--- src/rtl/systolic_tile_sequencer_if.sv ---
`default_nettype none
// ============================================================================
// systolic_tile_sequencer_if -- command, array-control and drain-handshake bus
// Rev 1.0
// ============================================================================
interface systolic_tile_sequencer_if #(
   parameter int ROWS  = 8,
   parameter int COLS  = 8,
   parameter int K_MAX = 256
);
   localparam int ROW_W  = ($clog2(ROWS) < 1) ? 1 : $clog2(ROWS);
   localparam int COL_W  = ($clog2(COLS) < 1) ? 1 : $clog2(COLS);
   localparam int ADDR_W = ($clog2(K_MAX) < 1) ? 1 : $clog2(K_MAX);
   localparam int KLEN_W = ($clog2(K_MAX + 1) < 1) ? 1 : $clog2(K_MAX + 1);

   logic              start_i;
   logic              abort_i;
   logic [KLEN_W-1:0] k_len_i;
   logic              out_ready_i;

   logic              busy_o;
   logic              done_o;
   logic              err_o;
   logic              w_load_o;
   logic [ROW_W-1:0]  w_row_o;
   logic              acc_clr_o;
   logic              a_rd_en_o;
   logic [ADDR_W-1:0] a_addr_o;
   logic              a_zero_o;
   logic              pe_en_o;
   logic              out_valid_o;
   logic [COL_W-1:0]  drain_col_o;

   modport master (
      output start_i, abort_i, k_len_i, out_ready_i,
      input  busy_o, done_o, err_o, w_load_o, w_row_o, acc_clr_o,
             a_rd_en_o, a_addr_o, a_zero_o, pe_en_o, out_valid_o, drain_col_o
   );

   modport slave (
      input  start_i, abort_i, k_len_i, out_ready_i,
      output busy_o, done_o, err_o, w_load_o, w_row_o, acc_clr_o,
             a_rd_en_o, a_addr_o, a_zero_o, pe_en_o, out_valid_o, drain_col_o
   );
endinterface
`default_nettype wire

--- src/rtl/systolic_tile_sequencer.sv ---
`default_nettype none
// ============================================================================
// systolic_tile_sequencer -- walks one tile through load/clear/stream/flush/drain
// Rev 1.0
// ============================================================================
module systolic_tile_sequencer #(
   parameter int ROWS  = 8,
   parameter int COLS  = 8,
   parameter int K_MAX = 256
) (
   input  logic                             clk,
   input  logic                             rst,
   systolic_tile_sequencer_if.slave         bus
);
   localparam int ROW_W     = ($clog2(ROWS) < 1) ? 1 : $clog2(ROWS);
   localparam int COL_W     = ($clog2(COLS) < 1) ? 1 : $clog2(COLS);
   localparam int ADDR_W    = ($clog2(K_MAX) < 1) ? 1 : $clog2(K_MAX);
   localparam int KLEN_W    = ($clog2(K_MAX + 1) < 1) ? 1 : $clog2(K_MAX + 1);
   localparam int FLUSH_LEN = ROWS + COLS - 2;
   localparam int FLUSH_W   = ($clog2(FLUSH_LEN) < 1) ? 1 : $clog2(FLUSH_LEN);

   typedef enum logic [2:0] {
      S_IDLE   = 3'd0,
      S_LOAD_W = 3'd1,
      S_CLEAR  = 3'd2,
      S_STREAM = 3'd3,
      S_FLUSH  = 3'd4,
      S_DRAIN  = 3'd5,
      S_DONE   = 3'd6
   } state_t;

   state_t              state_q;
   logic [KLEN_W-1:0]   k_len_q;
   logic [ROW_W-1:0]    w_row_q;
   logic [ADDR_W-1:0]   a_addr_q;
   logic [FLUSH_W-1:0]  flush_q;
   logic [COL_W-1:0]    drain_col_q;
   logic                busy_q;
   logic                done_q;
   logic                err_q;
   logic                w_load_q;
   logic                acc_clr_q;
   logic                a_rd_en_q;
   logic                a_zero_q;
   logic                pe_en_q;
   logic                out_valid_q;

   logic w_k_ok;
   logic w_row_last;
   logic w_addr_last;
   logic w_flush_last;
   logic w_col_last;
   logic w_kill;

   assign w_k_ok       = (bus.k_len_i != '0) && (bus.k_len_i <= KLEN_W'(K_MAX));
   assign w_row_last   = (w_row_q == ROW_W'(ROWS - 1));
   assign w_addr_last  = (KLEN_W'(a_addr_q) == (k_len_q - KLEN_W'(1)));
   assign w_flush_last = (flush_q == FLUSH_W'(FLUSH_LEN - 1));
   assign w_col_last   = (drain_col_q == COL_W'(COLS - 1));
   // abort only bites on a running tile; rst additionally forgets k_len
   assign w_kill       = rst || (bus.abort_i && (state_q != S_IDLE));

   always_ff @(posedge clk) begin
      if (w_kill) begin
         state_q     <= S_IDLE;
         w_row_q     <= '0;
         a_addr_q    <= '0;
         flush_q     <= '0;
         drain_col_q <= '0;
         busy_q      <= 1'b0;
         done_q      <= 1'b0;
         err_q       <= 1'b0;
         w_load_q    <= 1'b0;
         acc_clr_q   <= 1'b0;
         a_rd_en_q   <= 1'b0;
         a_zero_q    <= 1'b0;
         pe_en_q     <= 1'b0;
         out_valid_q <= 1'b0;
         if (rst) begin
            k_len_q <= '0;
         end
      end else begin
         done_q    <= 1'b0;
         err_q     <= 1'b0;
         acc_clr_q <= 1'b0;
         case (state_q)
            S_IDLE: begin
               if (bus.start_i) begin
                  if (w_k_ok) begin
                     k_len_q  <= bus.k_len_i;
                     state_q  <= S_LOAD_W;
                     busy_q   <= 1'b1;
                     w_load_q <= 1'b1;
                     w_row_q  <= '0;
                  end else begin
                     err_q <= 1'b1;
                  end
               end
            end
            S_LOAD_W: begin
               if (w_row_last) begin
                  w_row_q   <= '0;
                  w_load_q  <= 1'b0;
                  acc_clr_q <= 1'b1;
                  state_q   <= S_CLEAR;
               end else begin
                  w_row_q <= w_row_q + 1'b1;
               end
            end
            S_CLEAR: begin
               a_addr_q  <= '0;
               a_rd_en_q <= 1'b1;
               pe_en_q   <= 1'b1;
               state_q   <= S_STREAM;
            end
            S_STREAM: begin
               if (w_addr_last) begin
                  a_addr_q  <= '0;
                  a_rd_en_q <= 1'b0;
                  if (FLUSH_LEN == 0) begin
                     pe_en_q     <= 1'b0;
                     out_valid_q <= 1'b1;
                     drain_col_q <= '0;
                     state_q     <= S_DRAIN;
                  end else begin
                     a_zero_q <= 1'b1;
                     flush_q  <= '0;
                     state_q  <= S_FLUSH;
                  end
               end else begin
                  a_addr_q <= a_addr_q + 1'b1;
               end
            end
            S_FLUSH: begin
               if (w_flush_last) begin
                  flush_q     <= '0;
                  a_zero_q    <= 1'b0;
                  pe_en_q     <= 1'b0;
                  out_valid_q <= 1'b1;
                  drain_col_q <= '0;
                  state_q     <= S_DRAIN;
               end else begin
                  flush_q <= flush_q + 1'b1;
               end
            end
            S_DRAIN: begin
               if (bus.out_ready_i) begin
                  if (w_col_last) begin
                     drain_col_q <= '0;
                     out_valid_q <= 1'b0;
                     done_q      <= 1'b1;
                     state_q     <= S_DONE;
                  end else begin
                     drain_col_q <= drain_col_q + 1'b1;
                  end
               end
            end
            S_DONE: begin
               busy_q  <= 1'b0;
               state_q <= S_IDLE;
            end
            default: begin
               state_q <= S_IDLE;
               busy_q  <= 1'b0;
            end
         endcase
      end
   end

   assign bus.busy_o      = busy_q;
   assign bus.done_o      = done_q;
   assign bus.err_o       = err_q;
   assign bus.w_load_o    = w_load_q;
   assign bus.w_row_o     = w_row_q;
   assign bus.acc_clr_o   = acc_clr_q;
   assign bus.a_rd_en_o   = a_rd_en_q;
   assign bus.a_addr_o    = a_addr_q;
   assign bus.a_zero_o    = a_zero_q;
   assign bus.pe_en_o     = pe_en_q;
   assign bus.out_valid_o = out_valid_q;
   assign bus.drain_col_o = drain_col_q;
endmodule
`default_nettype wire

--- src/flat_wrapper.sv ---
// flat-port wrapper written by rule: the top's interface ports become plain ports
module systolic_tile_sequencer_flat 
#(
   parameter int ROWS  = 8,
   parameter int COLS  = 8,
   parameter int K_MAX = 256
)
  (clk, rst, bus_start_i, bus_abort_i, bus_k_len_i, bus_out_ready_i, bus_busy_o, bus_done_o, bus_err_o, bus_w_load_o, bus_w_row_o, bus_acc_clr_o, bus_a_rd_en_o, bus_a_addr_o, bus_a_zero_o, bus_pe_en_o, bus_out_valid_o, bus_drain_col_o);
  systolic_tile_sequencer_if #(.ROWS(ROWS), .COLS(COLS), .K_MAX(K_MAX)) bus_i ();
  input  logic clk;
  input  logic rst;
  input wire logic [$bits(bus_i.start_i)-1:0] bus_start_i;
  input wire logic [$bits(bus_i.abort_i)-1:0] bus_abort_i;
  input wire logic [$bits(bus_i.k_len_i)-1:0] bus_k_len_i;
  input wire logic [$bits(bus_i.out_ready_i)-1:0] bus_out_ready_i;
  output wire logic [$bits(bus_i.busy_o)-1:0] bus_busy_o;
  output wire logic [$bits(bus_i.done_o)-1:0] bus_done_o;
  output wire logic [$bits(bus_i.err_o)-1:0] bus_err_o;
  output wire logic [$bits(bus_i.w_load_o)-1:0] bus_w_load_o;
  output wire logic [$bits(bus_i.w_row_o)-1:0] bus_w_row_o;
  output wire logic [$bits(bus_i.acc_clr_o)-1:0] bus_acc_clr_o;
  output wire logic [$bits(bus_i.a_rd_en_o)-1:0] bus_a_rd_en_o;
  output wire logic [$bits(bus_i.a_addr_o)-1:0] bus_a_addr_o;
  output wire logic [$bits(bus_i.a_zero_o)-1:0] bus_a_zero_o;
  output wire logic [$bits(bus_i.pe_en_o)-1:0] bus_pe_en_o;
  output wire logic [$bits(bus_i.out_valid_o)-1:0] bus_out_valid_o;
  output wire logic [$bits(bus_i.drain_col_o)-1:0] bus_drain_col_o;
  assign bus_i.start_i = bus_start_i;
  assign bus_i.abort_i = bus_abort_i;
  assign bus_i.k_len_i = bus_k_len_i;
  assign bus_i.out_ready_i = bus_out_ready_i;
  assign bus_busy_o = bus_i.busy_o;
  assign bus_done_o = bus_i.done_o;
  assign bus_err_o = bus_i.err_o;
  assign bus_w_load_o = bus_i.w_load_o;
  assign bus_w_row_o = bus_i.w_row_o;
  assign bus_acc_clr_o = bus_i.acc_clr_o;
  assign bus_a_rd_en_o = bus_i.a_rd_en_o;
  assign bus_a_addr_o = bus_i.a_addr_o;
  assign bus_a_zero_o = bus_i.a_zero_o;
  assign bus_pe_en_o = bus_i.pe_en_o;
  assign bus_out_valid_o = bus_i.out_valid_o;
  assign bus_drain_col_o = bus_i.drain_col_o;
  systolic_tile_sequencer #(.ROWS(ROWS), .COLS(COLS), .K_MAX(K_MAX)) u_core (.clk(clk), .rst(rst), .bus(bus_i));
endmodule
--- config.mk ---
export PLATFORM = sky130hd
export DESIGN_NAME = systolic_tile_sequencer_flat
export DESIGN_NICKNAME = d
export VERILOG_FILES = /design/src/rtl/systolic_tile_sequencer_if.sv /design/src/rtl/systolic_tile_sequencer.sv /design/src/flat_wrapper.sv
export SDC_FILE = /design/constraint.sdc
export NUM_CORES = 1
export LEC_CHECK = 0
export ABC_AREA = 1
export BUFFER_PORTS_ARGS = -buffer_cell sky130_fd_sc_hd__buf_2
export CORE_MARGIN = 2
export CORE_UTILIZATION = 40
export DETAILED_ROUTE_END_ITERATION = 7
export SLEW_MARGIN = 25
export SYNTH_ARGS = -nofsm -noshare
export SYNTH_HDL_FRONTEND = slang
export SYNTH_SLANG_ARGS = --single-unit
--- constraint.sdc ---
create_clock -name clk -period 1.92 [get_ports clk]
set_input_delay 0.192 -clock clk [delete_from_list [all_inputs] [get_ports clk]]
set_output_delay 0.192 -clock clk [all_outputs]
set_load 0.03 [all_outputs]
==> Word-level counts from Yosys, hierarchy flattened <==
Index checks and enable logic that the tools add are counted.
{ "totals": {"regBits": 39, "input_bits": 14, "output_inout_bits": 23, "elab_cells": 117} }
{ "classes": {"add_sub_neg": 5, "magnitude_cmp": 1, "eq_ne": 17, "n_mux": 44, "bitwise_logic": 6, "n_reduce_logical": 29} }
{ "op_table": {"columns": ["cell", "n"], "rows": [
  ["2-to-1 mux 9 bit", 5],
  ["2-to-1 mux 3 bit", 13],
  ["one-hot mux 3 bit (6 select lines)", 1],
  ["one-hot mux 8 bit (2 select lines)", 1],
  ["nonzero test 2 bit", 8],
  ["equality test 3 bit (second input constant)", 4],
  ["2-to-1 mux 1 bit", 12],
  ["one-hot mux 1 bit (2 select lines)", 6],
  ["one-hot mux 3 bit (2 select lines)", 2],
  ["AND reduction 3 bit", 4],
  ["AND reduction 4 bit", 3],
  ["!= test 2 x 1 -> 1 bit (second input constant)", 5],
  ["equality test 8 x 9 -> 1 bit", 1],
  ["less-or-equal comparator 9 bit (second input constant)", 1],
  ["nonzero test 9 bit", 1],
  ["subtractor 9 x 1 -> 9 bit (second input constant)", 1],
  ["adder 8 x 1 -> 8 bit (second input constant)", 1],
  ["2-to-1 mux 4 bit", 2],
  ["2-to-1 mux 8 bit", 1],
  ["one-hot mux 4 bit (2 select lines)", 1],
  ["AND reduction 7 bit", 1],
  ["adder 3 x 1 -> 3 bit (second input constant)", 2],
  ["equality test 3 x 2 -> 1 bit (second input constant)", 2],
  ["!= test 2 bit (second input constant)", 3],
  ["other kinds (12)", 21]
]} }

==> Longest topological paths before layout <==
Gate-level depths: netlist of the first run.
{ "depth": {"word_depth": 6, "depth_mapped": 15, "mapped_depth_nobuf": 15} }

==> Worst setup path before layout of the first run <==
No wires, ideal clock.
{ "synth_timing": {"path_kind": "register to register", "from": "register u_core.state_q[2]", "to": "register u_core.k_len_q[0] (enable)", "setup_ps": 378, "arrival_ps": 1475, "required_ps": 1542, "slack_ps": 67, "stages_incl_launch_ff": 6, "path_buffers": 0, "synth_period_minus_slack_ps": 1853, "cell_sequence": "dfxtp_1 -> nor3_4 -> inv_2 -> a21oi_4 -> a21oi_1 -> a21oi_1"} }
{ "synth_via": {"elab_chain_cells": 5, "word_cells_on_any_way": 9, "cone_classes": "1 x eq/ne; 8 x reduce/logical"} }
{ "synth_rtl": {"columns": ["item", "line_no", "text"], "rows": [
  ["start, declared", "systolic_tile_sequencer.sv:32", "state_t state_q;"],
  ["start signal, assigned", "systolic_tile_sequencer.sv:65", "state_q <= S_IDLE;"],
  ["start signal, assigned", "systolic_tile_sequencer.sv:91", "state_q <= S_LOAD_W;"],
  ["start signal, assigned", "systolic_tile_sequencer.sv:105", "state_q <= S_CLEAR;"],
  ["nonzero test 3 bit", "systolic_tile_sequencer.sv:61", "assign w_kill = rst || (bus.abort_i && (state_q != S_IDLE));"],
  ["logical AND 1 bit", "systolic_tile_sequencer.sv:61", null],
  ["logical OR 1 bit", "systolic_tile_sequencer.sv:61", null],
  ["!= test 2 bit (no source line) / nonzero test 2 bit (equally long branches)", null, null],
  ["AND reduction 4 bit (no source line) *", null, null],
  ["end signal, assigned", "systolic_tile_sequencer.sv:90", "k_len_q <= bus.k_len_i;"],
  ["end, declared", "systolic_tile_sequencer.sv:33", "logic [KLEN_W-1:0] k_len_q;"]
]} }
Every way passes the cells marked *; elsewhere a longest branch is shown, timed or not.
A chain may end at the register's enable or synchronous reset.

==> Final worst setup path of the first run <==
{ "layout_timing": {"from": "register u_core.k_len_q[0]", "to": "register u_core.flush_q[1]"} }
{ "layout_via": {"elab_chain_cells": 4} }
{ "layout_rtl": {"columns": ["item", "line_no", "text"], "rows": [
  ["subtractor 9 x 1 -> 9 bit", "systolic_tile_sequencer.sv:57", "assign w_addr_last = (KLEN_W'(a_addr_q) == (k_len_q - KLEN_W'(1)));"],
  ["equality test 8 x 9 -> 1 bit", "systolic_tile_sequencer.sv:57", null],
  ["!= test 2 x 1 -> 1 bit (no source line)", null, null],
  ["AND reduction 2 bit (no source line)", null, null],
  ["end signal, assigned", "systolic_tile_sequencer.sv:143", "flush_q <= flush_q + 1'b1;"],
  ["end, declared", "systolic_tile_sequencer.sv:36", "logic [FLUSH_W-1:0] flush_q;"]
]} }
Every way passes these cells.

==> flow_metrics.tcl, run 1 <==
set metrics [dict create \
    synth_cells 309 \
    drv_cap 0 \
    drt_iter0_drc 69 \
    routabilityCongestion 0.822 \
    ys_types 31 \
    core_mm2 0.00544 \
    worst_pin_slew_ps 473 \
    pwr-share-clk 0.238 \
    max_stage_delay_ps 390 \
    fin_worst_skew_ps 4.99 \
    worst_hold_path.num_cells 3 \
    wl_per_cell_um 11.4 \
    area_delta_synth_final_pct 20.7 \
    clk_latency_ps 290 \
    rsz0062_at_grt "yes" \
    vias_per_cell 4.79 \
    yosysWarningCount 0 \
    die_h_um 78.5 \
    htreeDepth 2 \
    power_frac_seq 0.384 \
    dieArea_mm2 0.00616 \
    syn-num-nets 331 \
    ant_nets 0 \
    grt.total_usage 0.172 \
    path_buf_inv 2 \
    crit_type "register to register" \
    hold_buffers 0 \
    clkSinkCount 39 \
    powerDensity_mw_per_mm2 1040 \
    drcViolationCount 0 \
    period_share 0.926 \
    root_buffer "clkbuf_8" \
    wl_um 4900 \
    placementRows 27 \
    rr_startpoint "u_core.k_len_q[0]$_SDFFCE_PP0P_" \
    synthArstFlopShare 0 \
    yosys_register_bits 39 \
    antenna_found_initial 0 \
    swShare 0.396 \
    period_needed_ps 1780 \
    crit_start "u_core.k_len_q[0]$_SDFFCE_PP0P_" \
    p_comb_frac 0.378 \
    internal_power_uw 1680 \
    layout-drive-gt1-share 0.228 \
    grt_overflow 0 \
    clkTransAtPathRegs_ps 80 \
    hold_class "input pin to register" \
    start_kind "register" \
    dp.cells 420 \
    hold_viol_final 0 \
    hold_path.startpoint "bus_out_ready_i" \
    grt_max_degree 28 \
    p_leak_uw 0.00132 \
    syn-cell-area_mm2 0.00222 \
    worstPathArrival_ps 1930 \
    worst-path-max-fanout 6 \
    multi_input_area_mm2 0.00117 \
    die-width_um 78.5 \
    fmax_ghz 0.563 \
    cp_top_family "simple AND/OR/NAND/NOR gates" \
    synth-seq-area-share 0.392 \
    initial_core_util 0.408 \
    numCtsBuffers 5 \
    worstRegToRegCells 12 \
    cts_tree "done" \
    worstPathCellList "inv_1, ha_4, nand2_1, nor2_2, nand3_1, nand2_1, nand2_1, nor2_2, nand4_1, buf_6, nand3_1, a21oi_1" \
    slew_violations 0 \
    cp_common_cell "nand2_1" \
    endpoint_kind "register" \
    dp_hpwl_um 3710 \
    required_ps 2080 \
    finalNonFillerCells 431 \
    status "finished, final reports clean" \
    cts_buffer_depth 2 \
    setup_viol 0 \
    fillers 552 \
    grt_pass1_wl_um 8510 \
    synthFlopType "dfxtp_1" \
    slowest_stage "edfxtp_1" \
    first_pass_iters 4 \
    relSlewSlack 0.684 \
    avgSynthCellArea_um2 7.19 \
    design_area_mm2 0.00268 \
    synth_edf_count 9 \
    power.total_uw 2790 \
    antenna_cells 0 \
    power_switching_uw 1110 \
    grt_pass1_vias 1964 \
    nets 380 \
    dpl_cell_area_mm2 0.00252 \
    crit_cells 12 \
    vias 2064 \
    regArea_um2 871 \
    portBuffers 36 \
    io_pins 37 \
    vdd_ir_drop_max_mv 0.666 \
]
stage by stage:
stage           util  setup TNS [ps]  setup slack [ps]  hold WS [ps]
6_report       0.493               0               142           173
5_1_grt        0.493            -149             -38.8           162
4_1_cts        0.487               0              47.4           162
3_5_place_dp   0.464            -183             -48.4           446
3_3_place_gp   0.464               0              5.56           445
2_1_floorplan      -               0              67.4           342
placed cells by master (no fill, tap or decap), types with 2 or more instances in the layout:
cell,n
clkbuf_8,6
nor2_4,3
o21ai_0,10
edfxtp_1,9
inv_2,6
nand2_1,67
buf_4,9
dfxtp_1,30
nor3_1,5
nor2_1,34
nand2_2,5
nand3_1,30
buf_2,36
inv_1,42
nand4_1,7
ha_1,7
xor2_1,4
a21oi_1,24
nand3_2,2
nor2_2,6
worst register-to-register path, cell delays in order, from the launching register on:
cell and delay [ps]:
edfxtp_1 390, inv_1 120, ha_4 180, nand2_1 80, nor2_2 130, nand3_1 90, nand2_1 60, nand2_1 50
nor2_2 110, nand4_1 140, buf_6 160, nand3_1 60, a21oi_1 60
cell usage after synthesis, types with 5 or more instances:
cell type,number,area share
ha_1,8,0.045
inv_1,42,0.071
dfxtp_1,30,0.27
nor3_1,5,0.011
nand4_1,7,0.020
nand2_2,5,0.014
a21oi_1,24,0.054
nand2_1,68,0.11
o21ai_0,10,0.023
nor2_1,34,0.057
nand3_1,30,0.068
edfxtp_1,9,0.12
inv_2,6,0.010
nor2_2,6,0.017
final cells by class:
cell class	instances	share of cell area
inverter	48	0.0672
clock buffer	7	0.0401
sequential	39	0.325
clock inverter	1	0.00187
tap	72	0.0336
timing repair buffer	46	0.0966
multi-input combinational	218	0.436
cells by family after synthesis:
group	synth area share
and+or+nand+nor	0.343
buffers and inverters	0.0913
AOI/OAI and AO/OA	0.109
DFF	0.392
adders and majority gates	0.0451
xor gates and xnor gates	0.0197
what timing repair did:
item                                   CTS  global route
pin swaps                                1             5
resized for setup                        0             5
buffers inserted                         2             1
endpoints found under the hold margin    0             0
setup endpoints to repair                7            15
cloned                                   0             0
routing by layer:
| metal | GRT usage | routed length, um |
|---|---|---|
| met3 | 0.0402 | 163 |
| met4 | 0.0439 | 24 |
| met1 | 0.213 | 2310 |
| met5 | 0 | 0 |
| met2 | 0.299 | 2400 |
registers in the layout, indices dropped and copies added (netlist names):
name	cells
u_core.bus.err_o	1
u_core.bus.w_load_o	1
u_core.bus.busy_o	1
u_core.state_q	3
u_core.flush_q	4
u_core.bus.a_zero_o	1
u_core.bus.pe_en_o	1
u_core.bus.out_valid_o	1
u_core.bus.drain_col_o	3
u_core.bus.done_o	1
u_core.k_len_q	9
u_core.bus.a_rd_en_o	1
u_core.bus.a_addr_o	8
u_core.bus.acc_clr_o	1
u_core.bus.w_row_o	3
path summary, 6_finish.rpt:
kind	slack (ps)	to
setup / recovery	140	u_core.flush_q[1]$_SDFFE_PP0P_
setup reg to reg	140	u_core.flush_q[1]$_SDFFE_PP0P_
hold / removal	170	u_core.bus.done_o$_SDFF_PP0_
hold reg to reg	460	u_core.bus.pe_en_o$_SDFFE_PP0P_
power by group through the flow:
stage	logic, uW	clock network [uW]	registers (uW)
finish	1050	663	1070
floorplan	699	0	1160
global placement	1020	0	1090
detailed placement	1030	0	1090
CTS	1030	687	1070
global route	1190	730	1080
(Power assumes the default switching activity.)
==> run 2, diff against run 1 <==
--- a/config.mk
+++ b/config.mk
@@ -10,7 +10,9 @@
 export CORE_MARGIN = 2
 export CORE_UTILIZATION = 40
 export DETAILED_ROUTE_END_ITERATION = 7
+export RECOVER_POWER = 50
 export SLEW_MARGIN = 25
 export SYNTH_ARGS = -nofsm -noshare
 export SYNTH_HDL_FRONTEND = slang
 export SYNTH_SLANG_ARGS = --single-unit
+export TNS_END_PERCENT = 30
==> flow_metrics.tcl, run 2 (synthesis gave the netlist of run 1 again) <==
set metrics [dict create \
    status "finished, final reports clean" \
    final_cell_mix "nand2_1 (67), inv_1 (42), nor2_1 (34)" \
    design_area_mm2 0.00265 \
    fin_worst_skew_ps 5.60 \
    min_to "u_core.bus.done_o$_SDFF_PP0_" \
    max_stage_delay_ps 390 \
    worst_pin_slew_ps 477 \
    hold_class "input pin to register" \
    rsz0062_at_grt "yes" \
    pre_cts_slack_ps -48.4 \
    die-width_um 78.5 \
    cp_common_cell "nand2_1" \
    root_buffer "clkbuf_8" \
    placementRows 27 \
    worstRegToRegCells 12 \
    dpl_cell_area_mm2 0.00252 \
    worstPathCellList "inv_1, ha_4, nand2_1, nor2_2, nand3_1, nand2_1, nand2_1, nor2_2, nand4_1, buf_6, nand3_1, a21oi_1" \
    core_mm2 0.00544 \
    cp_top_family "simple AND/OR/NAND/NOR gates" \
    postLayoutSetupSlackWorst_ps 141 \
    r2r-end "u_core.flush_q[1]$_SDFFE_PP0P_" \
    cts_buffer_depth 2 \
    setup_viol 0 \
    die_h_um 78.5 \
    fillers 561 \
    vdd_ir_drop_max_mv 0.657 \
    grt_overflow 0 \
    antenna_cells 0 \
    period_needed_ps 1780 \
    nets 380 \
    met1_usage 0.213 \
    clkSinkCount 39 \
    clkTransAtPathRegs_ps 80 \
    final_common_cell "nand2_1" \
    portBuffers 36 \
    first_pass_iters 4 \
    io_pins 37 \
    drv_cap 0 \
    worst-path-max-fanout 6 \
    tns_ps 0 \
    htreeDepth 2 \
    grt.total_usage 0.172 \
    slowest_stage "edfxtp_1" \
    globalRoute.busiestLayer "met2" \
    ant_nets 0 \
    top_register "u_core.k_len_q" \
    period_share 0.926 \
    worstPathArrival_ps 1940 \
    relSlewSlack 0.681 \
    routabilityCongestion 0.822 \
    grt_max_degree 28 \
    drcViolationCount 0 \
    required_ps 2080 \
    grt_use_met3 0.0402 \
    powerDensity_mw_per_mm2 1050 \
    rr_startpoint "u_core.k_len_q[0]$_SDFFCE_PP0P_" \
    antenna_found_initial 0 \
    area_delta_synth_final_pct 19.4 \
    wl_per_cell_um 11.3 \
    dp_hpwl_um 3710 \
    fmax_ghz 0.562 \
    layout-drive-gt1-share 0.164 \
    hold_viol_final 0 \
    vias_per_cell 4.77 \
    hold_buffers 0 \
    grt_pass1_wl_um 8510 \
    p_leak_uw 0.00122 \
    crit_type "register to register" \
    vias 2057 \
    cts_tree "done" \
    largest_reg_flops 9 \
    hold_path.startpoint "bus_out_ready_i" \
    initial_core_util 0.408 \
    dieArea_mm2 0.00616 \
    rrSetupSlack_ps 140 \
    numCtsBuffers 5 \
    path_buf_inv 2 \
    grt_pass1_vias 1964 \
    endpoint_kind "register" \
    start_kind "register" \
    worst_hold_path.num_cells 3 \
    slew_violations 0 \
    wl_um 4890 \
    drt_iter0_drc 78 \
    grt_util_met2 0.299 \
    clk_latency_ps 290 \
    crit_start "u_core.k_len_q[0]$_SDFFCE_PP0P_" \
]
[run 2: changes by cell type in the layout (fill, tap and decap cells not counted)]
cell,previous run,this run
clkbuf_1,0,23
buf_2,36,13
[run 2: worst max-delay path by stage]
stage / to / cells past startpoint
detailed placement: u_core.bus.a_addr_o[6]$_SDFFE_PP0P_ / 11
floorplan: u_core.k_len_q[0]$_SDFFCE_PP0P_ / 5
CTS: u_core.state_q[0]$_SDFFE_PP0P_ / 13
finish: u_core.flush_q[1]$_SDFFE_PP0P_ / 12
global placement: u_core.bus.a_addr_o[6]$_SDFFE_PP0P_ / 11
global route: u_core.flush_q[2]$_SDFFE_PP0P_ / 11
[run 2: layout make-up]
class                      instances  area, um^2  area share
clock buffer                       7         108      0.0406
timing repair buffer              46         230      0.0868
tap                               72        90.1      0.0340
inverter                          48         180      0.0680
clock inverter                     1        5.00     0.00189
multi-input combinational        218        1170       0.440
sequential                        39         871       0.328
[run 2: through the flow]
step,total power [uW],hold WS [ps],util,instances
CTS,2790,162,0.487,430
floorplan,1860,342,-,309
finish,2770,173,0.487,431
global placement,2110,445,0.464,420
global route,3000,162,0.487,431
detailed placement,2120,446,0.464,420
[run 2: routing by layer]
layer  up-vias  wire [um]
li1       1096          -
met1       922       2320
met2        35       2370
met3         4        163
met4         0         30
met5         -          0
[run 2: worst reg2reg max path, stage by stage (launching register included)]
cell and delay [ps]:
edfxtp_1 390, inv_1 120, ha_4 180, nand2_1 80, nor2_2 130, nand3_1 90
nand2_1 60, nand2_1 50, nor2_2 110, nand4_1 140, buf_6 170, nand3_1 60
a21oi_1 60
[run 2: power breakdown]
group	internal (uW)	switching (uW)
Sequential	970	101
Combinational	332	707
Clock	368	294
[run 2: repair_timing]
action	4_1_cts	5_1_grt
pin swaps	1	5
setup buffers	2	1
gates resized for setup	0	5
endpoints found under the setup margin	7	15
==> run 3, diff against run 2 <==
--- a/config.mk
+++ b/config.mk
@@ -5,7 +5,7 @@
 export SDC_FILE = /design/constraint.sdc
 export NUM_CORES = 1
 export LEC_CHECK = 0
-export ABC_AREA = 1
+export ABC_CLOCK_PERIOD_IN_PS = 1920
 export BUFFER_PORTS_ARGS = -buffer_cell sky130_fd_sc_hd__buf_2
 export CORE_MARGIN = 2
 export CORE_UTILIZATION = 40
==> flow_metrics.tcl, run 3 <==
set metrics [dict create \
    clkSinkCount 39 \
    pre_cts_slack_ps -464 \
    syn-cell-area_mm2 0.00217 \
    final_cell_mix "buf_4 (49), dfxtp_1 (28), nor2_1 (25)" \
    synth_compound_area_frac 0.169 \
    die_h_um 77.7 \
    design_area_mm2 0.00291 \
    htreeDepth 2 \
    max_stage_delay_ps 520 \
    layout-drive-gt1-share 0.282 \
    wl_met1_um 2620 \
    postLayoutSetupSlackWorst_ps -460 \
    rr_startpoint "u_core.k_len_q[0]$_SDFFCE_PP0P_" \
    setup_viol 17 \
    crit_cells 8 \
    grt.total_usage 0.181 \
    hold_path.startpoint "rst" \
    p_comb_frac 0.380 \
    synth_cells 248 \
    worstRegToRegCells 8 \
    dp_hpwl_um 4050 \
    tns_ps -6970 \
    yosys.area_share.adder 0.0461 \
    power_frac_seq 0.403 \
    clk_latency_ps 290 \
    pwr-share-clk 0.217 \
    vdd_ir_drop_max_mv 0.550 \
    synth_edf_count 9 \
    antenna_cells 0 \
    highest_layer "met4" \
    synth.top_cells.by_count "dfxtp_1 (30), nor2_1 (25), nand3_1 (18)" \
    grt_overflow 0 \
    synthMuxAreaShare 0.0138 \
    start_kind "register" \
    period_needed_ps 2380 \
    io_pins 37 \
    routabilityCongestion 0.790 \
    hold_buffers 0 \
    worstPathArrival_ps 2550 \
    fmax_ghz 0.420 \
    area_delta_synth_final_pct 33.8 \
    root_buffer "clkbuf_8" \
    initial_core_util 0.420 \
    slew_violations 0 \
    synthArstFlopShare 0 \
    syn-num-nets 270 \
    cts_tree "done" \
    portBuffers 36 \
    endpoint_kind "register" \
    wl_um 5190 \
    synthFlopType "dfxtp_1" \
    grt_max_degree 15 \
    drt_iter0_drc 94 \
    top_register "u_core.k_len_q" \
    worstPathCellList "inv_2, ha_4, xor2_1, nand2_1, or4_4, or4_4, nor3_4, o32ai_1" \
    synth_top_family_by_area "simple AND/OR/NAND/NOR gates" \
    drcViolationCount 0 \
    period_share 1.24 \
    powerDensity_mw_per_mm2 881 \
    worst-path-max-fanout 5 \
    dr_wl_met3_um 191 \
    numCtsBuffers 5 \
    rsz0062_at_grt "yes" \
    grt_pass1_vias 1915 \
    cts_buffer_depth 2 \
    hold_viol_final 0 \
    ys_types 51 \
    placementRows 26 \
    synth.most_common_cell "dfxtp_1" \
    cp_top_family "simple AND/OR/NAND/NOR gates" \
    dieArea_mm2 0.00604 \
    worst_hold_path.num_cells 2 \
    relSlewSlack 0.742 \
    internal_power_uw 1670 \
    whs_ps 122 \
    synth_top_area_frac 0.276 \
    synthTopCellsByArea "dfxtp_1 (28%), edfxtp_1 (12%), ha_1 (4.6%)" \
    antenna_found_initial 0 \
    yosysWarningCount 0 \
    path_buf_inv 1 \
    hold_class "input pin to register" \
    wl_met2_um 2310 \
    die-width_um 77.7 \
    cp_common_cell "or4_4" \
    vias_per_cell 5.10 \
    status "finished with violations" \
    slowest_stage "or4_4" \
    crit_type "register to register" \
    synth-seq-area-share 0.401 \
    power.total_uw 2560 \
    power_switching_uw 894 \
    swShare 0.349 \
    largest_reg_flops 9 \
    p_leak_uw 0.00117 \
    wl_per_cell_um 13.0 \
    synth-simple-area-share 0.287 \
    yosys.area.top_type "dfxtp_1" \
    core_mm2 0.00517 \
    worst_pin_slew_ps 389 \
    vias 2038 \
    nets 352 \
    first_pass_iters 4 \
    violations "negative setup slack" \
    fin_worst_skew_ps 5.19 \
    crit_start "u_core.k_len_q[0]$_SDFFCE_PP0P_" \
    clkTransAtPathRegs_ps 70 \
    final_common_cell "buf_4" \
    yosys_register_bits 39 \
    grt_pass1_wl_um 8790 \
    drv_cap 0 \
    dpl_cell_area_mm2 0.00277 \
    ant_nets 0 \
    required_ps 2090 \
    avgSynthCellArea_um2 8.76 \
    synth-xor-area-share 0.0403 \
]
==> run 3: cell count changes after synthesis, moves of 5 or more <==
cell      delta
inv_2        -6
clkbuf_1    +10
a21oi_1     -12
nand3_1     -12
and2_1       +9
nor2_1       -9
nand2_2      -5
nor4_1       +6
inv_1       -35
nor2_2       -6
nand2_1     -52
==> run 3: what timing repair did <==
action,4_1_cts,5_1_grt
gates cloned,0,1
endpoints found under the setup margin,17,18
setup buffers,0,2
pin swaps,2,8
gates resized for setup,0,21
==> run 3: logic make-up after synthesis <==
| logic type | after synthesis |
|---|---|
| muxes | 3 |
| adders and majority gates | 8 |
| and+or+nand+nor | 111 |
| DFF | 39 |
| AOI/OAI and AO/OA | 56 |
| xor gates and xnor gates | 10 |
| buffers and inverters | 21 |
==> run 3: worst register-to-register path, stage by stage (launching register included) <==
cell      delay [ps]
edfxtp_1         420
inv_2             70
ha_4             260
xor2_1           130
nand2_1           70
or4_4            490
or4_4            520
nor3_4           210
o32ai_1          100
==> run 3: cell type report <==
class,instances,area [um^2]
clock inverters,1,5.00
inverters,7,26.3
multi-input cells,188,1270
flip-flops and latches,39,873
well taps,70,87.6
fillers,472,2270
clock buffers,6,82.6
repair buffers,89,566
==> run 3: power by group through the flow <==
stage               registers [uW]  clock network, uW  logic [uW]
floorplan                     1070                  0         498
global placement              1040                  0         934
detailed placement            1050                  0         940
CTS                           1030                577         944
global route                  1050                615        1080
finish                        1030                556         974
==> run 3: worst paths after layout <==
check | endpoint | slack (ps)
max | u_core.flush_q[3]$_SDFFE_PP0P_ | -460
min | u_core.bus.err_o$_SDFF_PP0_ | 120
max reg2reg | u_core.flush_q[3]$_SDFFE_PP0P_ | -460
min reg2reg | u_core.bus.w_load_o$_SDFFE_PP0P_ | 440
==> run 3: metrics by stage <==
stage          utilization  cells
6_report             0.562    400
5_1_grt              0.562    400
4_1_cts              0.552    397
3_5_place_dp         0.535    390
3_3_place_gp         0.535    390
2_1_floorplan            -    248
==> run 3: layer usage <==
| metal | vias up | track usage |
|---|---|---|
| met2 | 29 | 0.275 |
| met4 | 0 | 0.0696 |
| met5 | - | 0 |
| li1 | 1074 | - |
| met1 | 929 | 0.253 |
| met3 | 6 | 0.0360 |
